===== config.mk =====
export PLATFORM = sky130hd
export DESIGN_NAME = add_fu_flat
export DESIGN_NICKNAME = d
export VERILOG_FILES = /design/src/rtl/tomasulo_pkg.sv /design/src/rtl/add_fu_if.sv /design/src/rtl/add_alu.sv /design/src/rtl/add_fu.sv /design/src/flat_wrapper.sv
export SDC_FILE = /design/constraint.sdc
export NUM_CORES = 1
export LEC_CHECK = 0
export BUFFER_PORTS_ARGS = -buffer_cell sky130_fd_sc_hd__buf_4
export CORE_MARGIN = 10
export CORE_UTILIZATION = 25
export DETAILED_ROUTE_END_ITERATION = 10
export GPL_TIMING_DRIVEN = 0
export SETUP_SLACK_MARGIN = 0.3
export SYNTH_ARGS = -nofsm -noshare
export SYNTH_HDL_FRONTEND = slang
export SYNTH_SLANG_ARGS = --single-unit

===== constraint.sdc =====
create_clock -name clk -period 7.6 [get_ports clk]
set_clock_uncertainty 0.05 [all_clocks]
set_input_delay 0 -clock clk [delete_from_list [all_inputs] [get_ports clk]]
set_output_delay 0 -clock clk [all_outputs]
set_load 0.02 [all_outputs]

===== src/rtl/tomasulo_pkg.sv =====
// -----------------------------------------------------------------------------
// tomasulo_pkg
// Shared definitions for the Tomasulo execution slice: datapath widths, the
// "no producer" tag value, ALU operation encodings and the add_fu FSM states.
// -----------------------------------------------------------------------------
package tomasulo_pkg;

    localparam int DATA_W = 32;
    localparam int TAG_W  = 4;

    // Tag value meaning "no producer"; never a legal issuing station.
    localparam logic [TAG_W-1:0] TAG_NONE = {TAG_W{1'b0}};

    typedef enum logic [2:0] {
        OP_ADD = 3'd0,
        OP_SUB = 3'd1,
        OP_AND = 3'd2,
        OP_OR  = 3'd3,
        OP_XOR = 3'd4,
        OP_SLL = 3'd5,
        OP_SRL = 3'd6,
        OP_SLT = 3'd7
    } op_e;

    // Encoding 2'd3 is unused and recovers to ST_IDLE.
    typedef enum logic [1:0] {
        ST_IDLE  = 2'd0,
        ST_EXEC  = 2'd1,
        ST_BCAST = 2'd2
    } fu_state_e;

endpackage


===== src/rtl/add_fu_if.sv =====
// -----------------------------------------------------------------------------
// add_fu_if
// Bundles the issue-side signals (start/op/vj/vk/rs_tag) and the CDB
// broadcast signals (cdb_grant/cdb_req/cdb_tag/cdb_data/done/fu_busy).
//   master : reservation station + CDB arbiter side (drives issue and grant)
//   slave  : the adder functional unit
// Optional macro ADD_FU_OVF_EN adds cdb_ovf (signed overflow flag).
// -----------------------------------------------------------------------------
interface add_fu_if;
    import tomasulo_pkg::*;

    logic              start;
    logic [2:0]        op;
    logic [DATA_W-1:0] vj;
    logic [DATA_W-1:0] vk;
    logic [TAG_W-1:0]  rs_tag;
    logic              cdb_grant;
    logic              cdb_req;
    logic [TAG_W-1:0]  cdb_tag;
    logic [DATA_W-1:0] cdb_data;
    logic              fu_busy;
    logic              done;
`ifdef ADD_FU_OVF_EN
    logic              cdb_ovf;
`endif

    modport master (
        output start, op, vj, vk, rs_tag, cdb_grant,
`ifdef ADD_FU_OVF_EN
        input  cdb_ovf,
`endif
        input  cdb_req, cdb_tag, cdb_data, fu_busy, done
    );

    modport slave (
        input  start, op, vj, vk, rs_tag, cdb_grant,
`ifdef ADD_FU_OVF_EN
        output cdb_ovf,
`endif
        output cdb_req, cdb_tag, cdb_data, fu_busy, done
    );

endinterface


===== src/rtl/add_alu.sv =====
// -----------------------------------------------------------------------------
// add_alu
// Purely combinational ALU for the adder functional unit.
//   op     in  3       operation code (tomasulo_pkg::op_e)
//   vj     in  DATA_W  operand j
//   vk     in  DATA_W  operand k (shift amount taken from vk[4:0])
//   result out DATA_W  two's-complement result, truncated
//   ovf    out 1       signed overflow of ADD/SUB (only with ADD_FU_OVF_EN)
// -----------------------------------------------------------------------------
module add_alu
    import tomasulo_pkg::*;
(
    input  logic [2:0]        op,
    input  logic [DATA_W-1:0] vj,
    input  logic [DATA_W-1:0] vk,
`ifdef ADD_FU_OVF_EN
    output logic              ovf,
`endif
    output logic [DATA_W-1:0] result
);

    logic [DATA_W-1:0] sum_s;
    logic [DATA_W-1:0] diff_s;

    assign sum_s  = vj + vk;
    assign diff_s = vj - vk;

    // Operation select.
    always_comb begin
        result = {DATA_W{1'b0}};
        case (op)
            OP_ADD:  result = sum_s;
            OP_SUB:  result = diff_s;
            OP_AND:  result = vj & vk;
            OP_OR:   result = vj | vk;
            OP_XOR:  result = vj ^ vk;
            OP_SLL:  result = vj << vk[4:0];
            OP_SRL:  result = vj >> vk[4:0];
            OP_SLT:  result = {{(DATA_W-1){1'b0}}, ($signed(vj) < $signed(vk))};
            default: result = {DATA_W{1'b0}};
        endcase
    end

`ifdef ADD_FU_OVF_EN
    // Signed overflow: ADD when operands agree in sign and the sum does not;
    // SUB when operands differ in sign and the difference leaves vj's sign.
    always_comb begin
        ovf = 1'b0;
        case (op)
            OP_ADD:  ovf = (vj[DATA_W-1] == vk[DATA_W-1]) && (sum_s[DATA_W-1]  != vj[DATA_W-1]);
            OP_SUB:  ovf = (vj[DATA_W-1] != vk[DATA_W-1]) && (diff_s[DATA_W-1] != vj[DATA_W-1]);
            default: ovf = 1'b0;
        endcase
    end
`endif

endmodule


===== src/rtl/add_fu.sv =====
// -----------------------------------------------------------------------------
// add_fu
// Adder functional unit behind the add reservation station. On a rising edge
// of start (with a non-zero rs_tag, while idle) it latches op/vj/vk/rs_tag,
// waits LAT cycles, then requests the CDB and holds tag+result until granted.
//   clk    in  system clock, rising edge
//   rst_n  in  asynchronous active-low reset
//   bus    add_fu_if.slave: start, op, vj, vk, rs_tag, cdb_grant in;
//          cdb_req, cdb_tag, cdb_data, fu_busy, done (and cdb_ovf) out
// Parameter LAT: execute latency in cycles, 1..15.
// Optional macro ADD_FU_OVF_EN adds the registered cdb_ovf output.
// -----------------------------------------------------------------------------
module add_fu
    import tomasulo_pkg::*;
#(
    parameter int LAT = 3
)(
    input  logic     clk,
    input  logic     rst_n,
    add_fu_if.slave  bus
);

    localparam logic [3:0] CNT_INIT = 4'(LAT - 1);

    fu_state_e         state_q,    state_d;
    logic [3:0]        cnt_q,      cnt_d;
    logic              start_prev_q;
    logic [2:0]        op_q,       op_d;
    logic [DATA_W-1:0] vj_q,       vj_d;
    logic [DATA_W-1:0] vk_q,       vk_d;
    logic [TAG_W-1:0]  tag_q,      tag_d;
    logic              cdb_req_q,  cdb_req_d;
    logic [TAG_W-1:0]  cdb_tag_q,  cdb_tag_d;
    logic [DATA_W-1:0] cdb_data_q, cdb_data_d;
    logic              done_q,     done_d;
    logic              ovf_q,      ovf_d;
    logic              alu_ovf_s;
    logic [DATA_W-1:0] alu_result_s;
    logic              accept_s;

    add_alu u_alu (
        .op     (op_q),
        .vj     (vj_q),
        .vk     (vk_q),
`ifdef ADD_FU_OVF_EN
        .ovf    (alu_ovf_s),
`endif
        .result (alu_result_s)
    );

`ifndef ADD_FU_OVF_EN
    assign alu_ovf_s = 1'b0;
`endif

    // Only a fresh rising edge of start from a real producer starts work.
    assign accept_s = bus.start & ~start_prev_q & (bus.rs_tag != TAG_NONE)
                      & (state_q == ST_IDLE);

    // Next-state, operand latch and CDB register logic.
    always_comb begin
        state_d    = state_q;
        cnt_d      = cnt_q;
        op_d       = op_q;
        vj_d       = vj_q;
        vk_d       = vk_q;
        tag_d      = tag_q;
        cdb_req_d  = cdb_req_q;
        cdb_tag_d  = cdb_tag_q;
        cdb_data_d = cdb_data_q;
        ovf_d      = ovf_q;
        done_d     = 1'b0;
        case (state_q)
            ST_IDLE: begin
                if (accept_s) begin
                    op_d    = bus.op;
                    vj_d    = bus.vj;
                    vk_d    = bus.vk;
                    tag_d   = bus.rs_tag;
                    cnt_d   = CNT_INIT;
                    state_d = ST_EXEC;
                end else begin
                    state_d = ST_IDLE;
                end
            end
            ST_EXEC: begin
                if (cnt_q == 4'd0) begin
                    cdb_data_d = alu_result_s;
                    cdb_tag_d  = tag_q;
                    ovf_d      = alu_ovf_s;
                    cdb_req_d  = 1'b1;
                    state_d    = ST_BCAST;
                end else begin
                    cnt_d = cnt_q - 4'd1;
                end
            end
            ST_BCAST: begin
                // Tag/data stay put after the grant; only req drops.
                if (bus.cdb_grant) begin
                    cdb_req_d = 1'b0;
                    done_d    = 1'b1;
                    state_d   = ST_IDLE;
                end else begin
                    cdb_req_d = 1'b1;
                end
            end
            default: begin
                state_d    = ST_IDLE;
                cnt_d      = 4'd0;
                cdb_req_d  = 1'b0;
                cdb_tag_d  = TAG_NONE;
                cdb_data_d = {DATA_W{1'b0}};
                ovf_d      = 1'b0;
                done_d     = 1'b0;
            end
        endcase
    end

    // State, counter, operand and CDB registers.
    always_ff @(posedge clk or negedge rst_n) begin
        if (!rst_n) begin
            state_q      <= ST_IDLE;
            cnt_q        <= 4'd0;
            start_prev_q <= 1'b0;
            op_q         <= 3'd0;
            vj_q         <= {DATA_W{1'b0}};
            vk_q         <= {DATA_W{1'b0}};
            tag_q        <= TAG_NONE;
            cdb_req_q    <= 1'b0;
            cdb_tag_q    <= TAG_NONE;
            cdb_data_q   <= {DATA_W{1'b0}};
            done_q       <= 1'b0;
            ovf_q        <= 1'b0;
        end else begin
            state_q      <= state_d;
            cnt_q        <= cnt_d;
            start_prev_q <= bus.start;
            op_q         <= op_d;
            vj_q         <= vj_d;
            vk_q         <= vk_d;
            tag_q        <= tag_d;
            cdb_req_q    <= cdb_req_d;
            cdb_tag_q    <= cdb_tag_d;
            cdb_data_q   <= cdb_data_d;
            done_q       <= done_d;
            ovf_q        <= ovf_d;
        end
    end

    assign bus.cdb_req  = cdb_req_q;
    assign bus.cdb_tag  = cdb_tag_q;
    assign bus.cdb_data = cdb_data_q;
    assign bus.done     = done_q;
    assign bus.fu_busy  = (state_q != ST_IDLE);
`ifdef ADD_FU_OVF_EN
    assign bus.cdb_ovf  = ovf_q;
`else
    logic unused_ovf_s;
    assign unused_ovf_s = ovf_q ^ alu_ovf_s;
`endif

endmodule

===== src/flat_wrapper.sv =====
// flat-port wrapper written by rule: the top's interface ports become plain ports
module add_fu_flat import tomasulo_pkg::*;
#(
    parameter int LAT = 3
)
  (clk, rst_n, bus_start, bus_op, bus_vj, bus_vk, bus_rs_tag, bus_cdb_grant, bus_cdb_req, bus_cdb_tag, bus_cdb_data, bus_fu_busy, bus_done);
  add_fu_if bus_i ();
  input  logic clk;
  input  logic rst_n;
  input wire logic [$bits(bus_i.start)-1:0] bus_start;
  input wire logic [$bits(bus_i.op)-1:0] bus_op;
  input wire logic [$bits(bus_i.vj)-1:0] bus_vj;
  input wire logic [$bits(bus_i.vk)-1:0] bus_vk;
  input wire logic [$bits(bus_i.rs_tag)-1:0] bus_rs_tag;
  input wire logic [$bits(bus_i.cdb_grant)-1:0] bus_cdb_grant;
  output wire logic [$bits(bus_i.cdb_req)-1:0] bus_cdb_req;
  output wire logic [$bits(bus_i.cdb_tag)-1:0] bus_cdb_tag;
  output wire logic [$bits(bus_i.cdb_data)-1:0] bus_cdb_data;
  output wire logic [$bits(bus_i.fu_busy)-1:0] bus_fu_busy;
  output wire logic [$bits(bus_i.done)-1:0] bus_done;
  assign bus_i.start = bus_start;
  assign bus_i.op = bus_op;
  assign bus_i.vj = bus_vj;
  assign bus_i.vk = bus_vk;
  assign bus_i.rs_tag = bus_rs_tag;
  assign bus_i.cdb_grant = bus_cdb_grant;
  assign bus_cdb_req = bus_i.cdb_req;
  assign bus_cdb_tag = bus_i.cdb_tag;
  assign bus_cdb_data = bus_i.cdb_data;
  assign bus_fu_busy = bus_i.fu_busy;
  assign bus_done = bus_i.done;
  add_fu #(.LAT(LAT)) u_core (.clk(clk), .rst_n(rst_n), .bus(bus_i));
endmodule

; After elaboration in Yosys (flattened, before gate mapping)
; Index checks and enable logic that the tools add are counted.
[totals]
in_bits = 75
ff_bits = 116
[op_classes]
reduce_logical = 11
addsub = 3
shift = 2
bitwise_logic = 10
n_mux = 17
magnitude_cmp = 1
eq_ne = 13
[op_table]
columns = op, n
row1 = case mux 32 bit (8 select lines), 1
row2 = case mux 32 bit (2 select lines), 1
row3 = adder 32 bit, 1
row4 = bitwise AND 32 bit, 1
row5 = < comparator 32 bit, 1
row6 = two-way mux 32 bit, 1
row7 = OR 32 bit, 1
row8 = << shifter 32 x 5 -> 32 bit, 1
row9 = right shift 32 x 5 -> 32 bit, 1
row10 = subtractor 32 bit, 1
row11 = bitwise XOR 32 bit, 1
row12 = == test 3 bit (second input constant), 4
row13 = two-way mux 4 bit, 3
row14 = case mux 4 bit (3 select lines), 1
row15 = case mux 4 bit (2 select lines), 1
row16 = AND reduction 2 bit, 4
row17 = == test 3 x 2 -> 1 bit (second input constant), 2
row18 = case mux 2 bit (3 select lines), 1
row19 = two-way mux 1 bit, 5
row20 = zero test 4 bit, 1
row21 = two-way mux 2 bit, 2
row22 = != test 2 x 1 -> 1 bit (second input constant), 2
row23 = != test 2 bit (second input constant), 2
row24 = NOT 1 bit, 4
row25 = 12 further kinds, 14

; Longest topological paths before layout
[logic_depth]
ltp_word = 6
mapped_depth = 16

; Hierarchy
; Synthesis repeated with hierarchy kept, for this count alone.
[unflattened]
hier_cells = 1578
area_unflattened_um2 = 12826.1
[modules_own_cells]
columns = mod, n_inst, seq_area_each_um2, area_per_inst_um2, cells_per_inst
row1 = add_alu, 1, 0.0, 8179.1, 1218
row2 = add_fu, 1, 2902.8, 4647.0, 360

; Worst setup path before layout
; No wires, ideal clock.
[synth_timing]
path_type = reg-to-reg
start = register u_core.vk_q[1]
end = register u_core.cdb_data_q[29], in the netlist u_core.bus.cdb_data[29]
t_arrival_ps = 3585
required_ps = 7471
setup_slack_ps = 3885
n_path_buf = 4
stages_incl_launch_ff = 16
setup_ps = 79
synth_period_minus_slack_ps = 3715
cell_sequence = dfrtp_1 > buf_2 > inv_1 > buf_2 > buf_2 > buf_1 > ha_1 > o21bai_1 > o2111ai_1 > a311oi_2 > a211oi_1 > o31ai_2 > nand3_1 > a21oi_1 > mux2i_1 > a2bb2oi_1
[synth_between]
elab_chain_cells = 4
[synth_lines]
columns = element, line
row1 = "start, declared", add_fu.sv:30  ; logic [DATA_W-1:0] vk_q, vk_d;
row2 = "start signal, assigned", add_fu.sv:126  ; vk_q <= {DATA_W{1'b0}};
row3 = "start signal, assigned", add_fu.sv:139  ; vk_q <= vk_d;
row4 = subtractor 32 bit (tied with other cells), add_alu.sv:26  ; assign diff_s = vj - vk;
row5 = case mux 32 bit (8 select lines) (*), add_alu.sv:31  ; case (op)
row6 = two-way mux 32 bit (*), add_fu.sv:86  ; if (cnt_q == 4'd0) begin
row7 = case mux 32 bit (2 select lines) (*), add_fu.sv:72  ; case (state_q)
row8 = "end signal, assigned", add_fu.sv:130  ; cdb_data_q <= {DATA_W{1'b0}};
row9 = "end signal, assigned", add_fu.sv:143  ; cdb_data_q <= cdb_data_d;
row10 = "end, declared", add_fu.sv:34  ; logic [DATA_W-1:0] cdb_data_q, cdb_data_d;
; Every way passes the cells marked *; elsewhere a longest branch is shown, timed or not. The select of a mux whose other input is x is not followed.
; A chain may end at the register's enable or synchronous reset.

; Final worst setup path
[layout_timing]
start = register u_core.vk_q[1]
end = register u_core.cdb_data_q[21], in the netlist u_core.bus.cdb_data[21]
; The elaborated chain is that of the path after synthesis.

==> reports/metrics.cfg <==
[placement]
dp_hpwl_um = 57900
place_congestion = 1.01
dpl.cell_count = 2433
place.port_buffers = 113
dpl-instance-area_mm2 = 0.0148

[sta]
finalHoldViolCount = 0
slew_headroom = 0.121
fin_crit_ps = 5610
rsz0062_at_grt = false
setup-tns-final_ps = 0
setup_viol = 0
worst_slew_pin_slew_ps = 1300
maxSlewViolCount = 0
timing.fmax_ghz = 0.178
timing.final.crit_share = 0.738
finalHoldWorstSlack_ps = 106

[worst_hold_path]
min_to = u_core.start_prev_q
worstHoldStart = bus_start
hold_class = in -> reg
whs_path_depth = 2

[global_routing]
use_met2 = 0.360
grt_overflow = 0
gr-usage-met1 = 0.295
use_met3 = 0.0505
grt_max_degree = 64
gr-usage-all-layers = 0.229
antenna_found_initial = 0
grt_pass1_wl_um = 104000
grt_pass1_vias = 14231
grt_busiest_layer = met2

[setup_path]
r2r-start = u_core.vk_q[1]
critPathKind = reg -> reg
r2r-end = u_core.bus.cdb_data[21]
end_kind = register
start_kind = register
cp_data_arrival_time_ps = 5910
cp_max_fo = 12
cp.required_ps = 7900
rrSetupSlack_ps = 1990
r2r_cells = 15

[die]
fp.dieW_um = 249
coreArea_mm2 = 0.0515
die_y_um = 249
rows = 83
dieArea_mm2 = 0.0618
ioPinCount = 114
start_util = 0.254

[clock_network]
root_buffer = clkbuf_16
cts_sinks = 116
postCtsHoldBufs = 76
clk-insertion-delay-late_ps = 500
post_cts_resized = 0
tritoncts = built
cts_buffer_depth = 2
numCtsBuffers = 17
cts_setup_buffers = 0
cts_max_level = 4
clk_pin_slew_ps = 60

[yosys]
ys_async_sr_fraction = 1.00
synth_area_mm2 = 0.0131
yosysTopAreaCell = dfrtp_1
ys.warnings.count = 0
synth_top_area_share = 0.222
yosys-top-cells-area = dfrtp_1 22%, ha_1 9.8%, a21oi_1 7.0%
ys_ff_latch = 116
avgSynthCellArea_um2 = 7.97
syn_nets = 1818
synth-main-ff-cell = dfrtp_1
synth-edff-count = 0
synth-seq-area-share = 0.222
synth_most_common_cell = a21oi_1
ys_top_cells_by_count = 183 x a21oi_1, 149 x nand2_1, 134 x nor2_1
netlist_instances = 1639
synth_cell_type_count = 82

[drt]
num_vias = 14436
viasPerCell = 5.68
finalWirelength_um = 73100
drc = 0
dr.first_iter.drc_count = 1538
ant_nets = 0
wire_per_inst_um = 28.8
drtPass1Iterations = 6

[run]
maxCapViolCount = 0

[layout]
fin_nets = 2027
final_cell_count_no_fill = 2541
antenna_cells = 0
drive_above_1_share = 0.162
num-fill-cells = 5606
area_growth_pct = 23.8
fin_area_mm2 = 0.0162

[outcome]
status = completed

logic make-up after synthesis:
family,after synthesis,synth area share
XOR/XNOR,39,0.0261
flip-flops,116,0.222
buffers and inverters,244,0.0732
multiplexers,171,0.163
adder cells (fa/ha/maj),104,0.101
AND/OR/NAND/NOR,412,0.141
AO/OA/AOI/OAI,553,0.274
sequential cells by signal (all words and copies together), names as in the netlist, 2 cells and up:
| register | count |
|---|---|
| u_core.state_q | 2 |
| u_core.tag_q | 4 |
| u_core.vj_q | 32 |
| u_core.bus.cdb_tag | 4 |
| u_core.cnt_q | 4 |
| u_core.op_q | 3 |
| u_core.bus.cdb_data | 32 |
| u_core.vk_q | 32 |
through the flow:
step | worst slack [ps] | utilization
6_report | 1990 | 0.314
2_1_floorplan | 3890 | -
3_3_place_gp | 2130 | 0.287
3_5_place_dp | 2210 | 0.287
4_1_cts | 2180 | 0.314
5_1_grt | 1760 | 0.314
metal layers:
metal  share of wire  wire, um  up-vias
li1                -         -     6375
met1            0.43     31400     7159
met2            0.45     32900      764
met3           0.081      5910      138
met4           0.041      2990        0
met5               0         0        -
area by class of cell:
class / count / area (um^2) / share of cell area
Tap cell: 680 / 851 / 0.0526
Multi-Input combinational cell: 1279 / 9210 / 0.570
Inverter: 132 / 495 / 0.0306
Timing Repair Buffer: 190 / 1640 / 0.101
Clock buffer: 23 / 458 / 0.0283
Buffer: 112 / 460 / 0.0285
Clock inverter: 9 / 153 / 0.00944
Sequential cell: 116 / 2900 / 0.179
how the worst max path moves through the flow:
| stage | from | to |
|---|---|---|
| after CTS | u_core.vk_q[1] | u_core.bus.cdb_data[27] |
| after floorplan | u_core.vk_q[1] | u_core.bus.cdb_data[29] |
| final | u_core.vk_q[1] | u_core.bus.cdb_data[21] |
| after global placement | u_core.vk_q[1] | u_core.bus.cdb_data[27] |
| after detailed placement | u_core.vk_q[1] | u_core.bus.cdb_data[27] |
| after global routing | u_core.vk_q[1] | u_core.bus.cdb_data[21] |
critical path: stages (launching register included):
cell,delay [ps]
dfrtp_1,420
buf_2,200
inv_1,110
buf_2,370
buf_2,430
buf_1,720
ha_1,420
o21bai_1,240
o2111ai_1,260
a311oi_2,480
a211oi_1,240
nor4_2,430
nor2_1,100
a22o_1,260
a221oi_1,610
a21oi_1,110
cell usage in the layout (no fill, tap or decap), types with 67 or more instances in the layout:
cell           count
mux2_2            77
inv_1            122
nor2_1           134
clkbuf_1          78
buf_4            114
ha_1             102
mux2i_1           67
o21ai_0          116
dfrtp_1          116
a21oi_1          183
dlygate4sd3_1     76
nand2_1          149
Power is not shown: default switching activity piles up to over one toggle a cycle in this logic, so the estimate is an artifact.
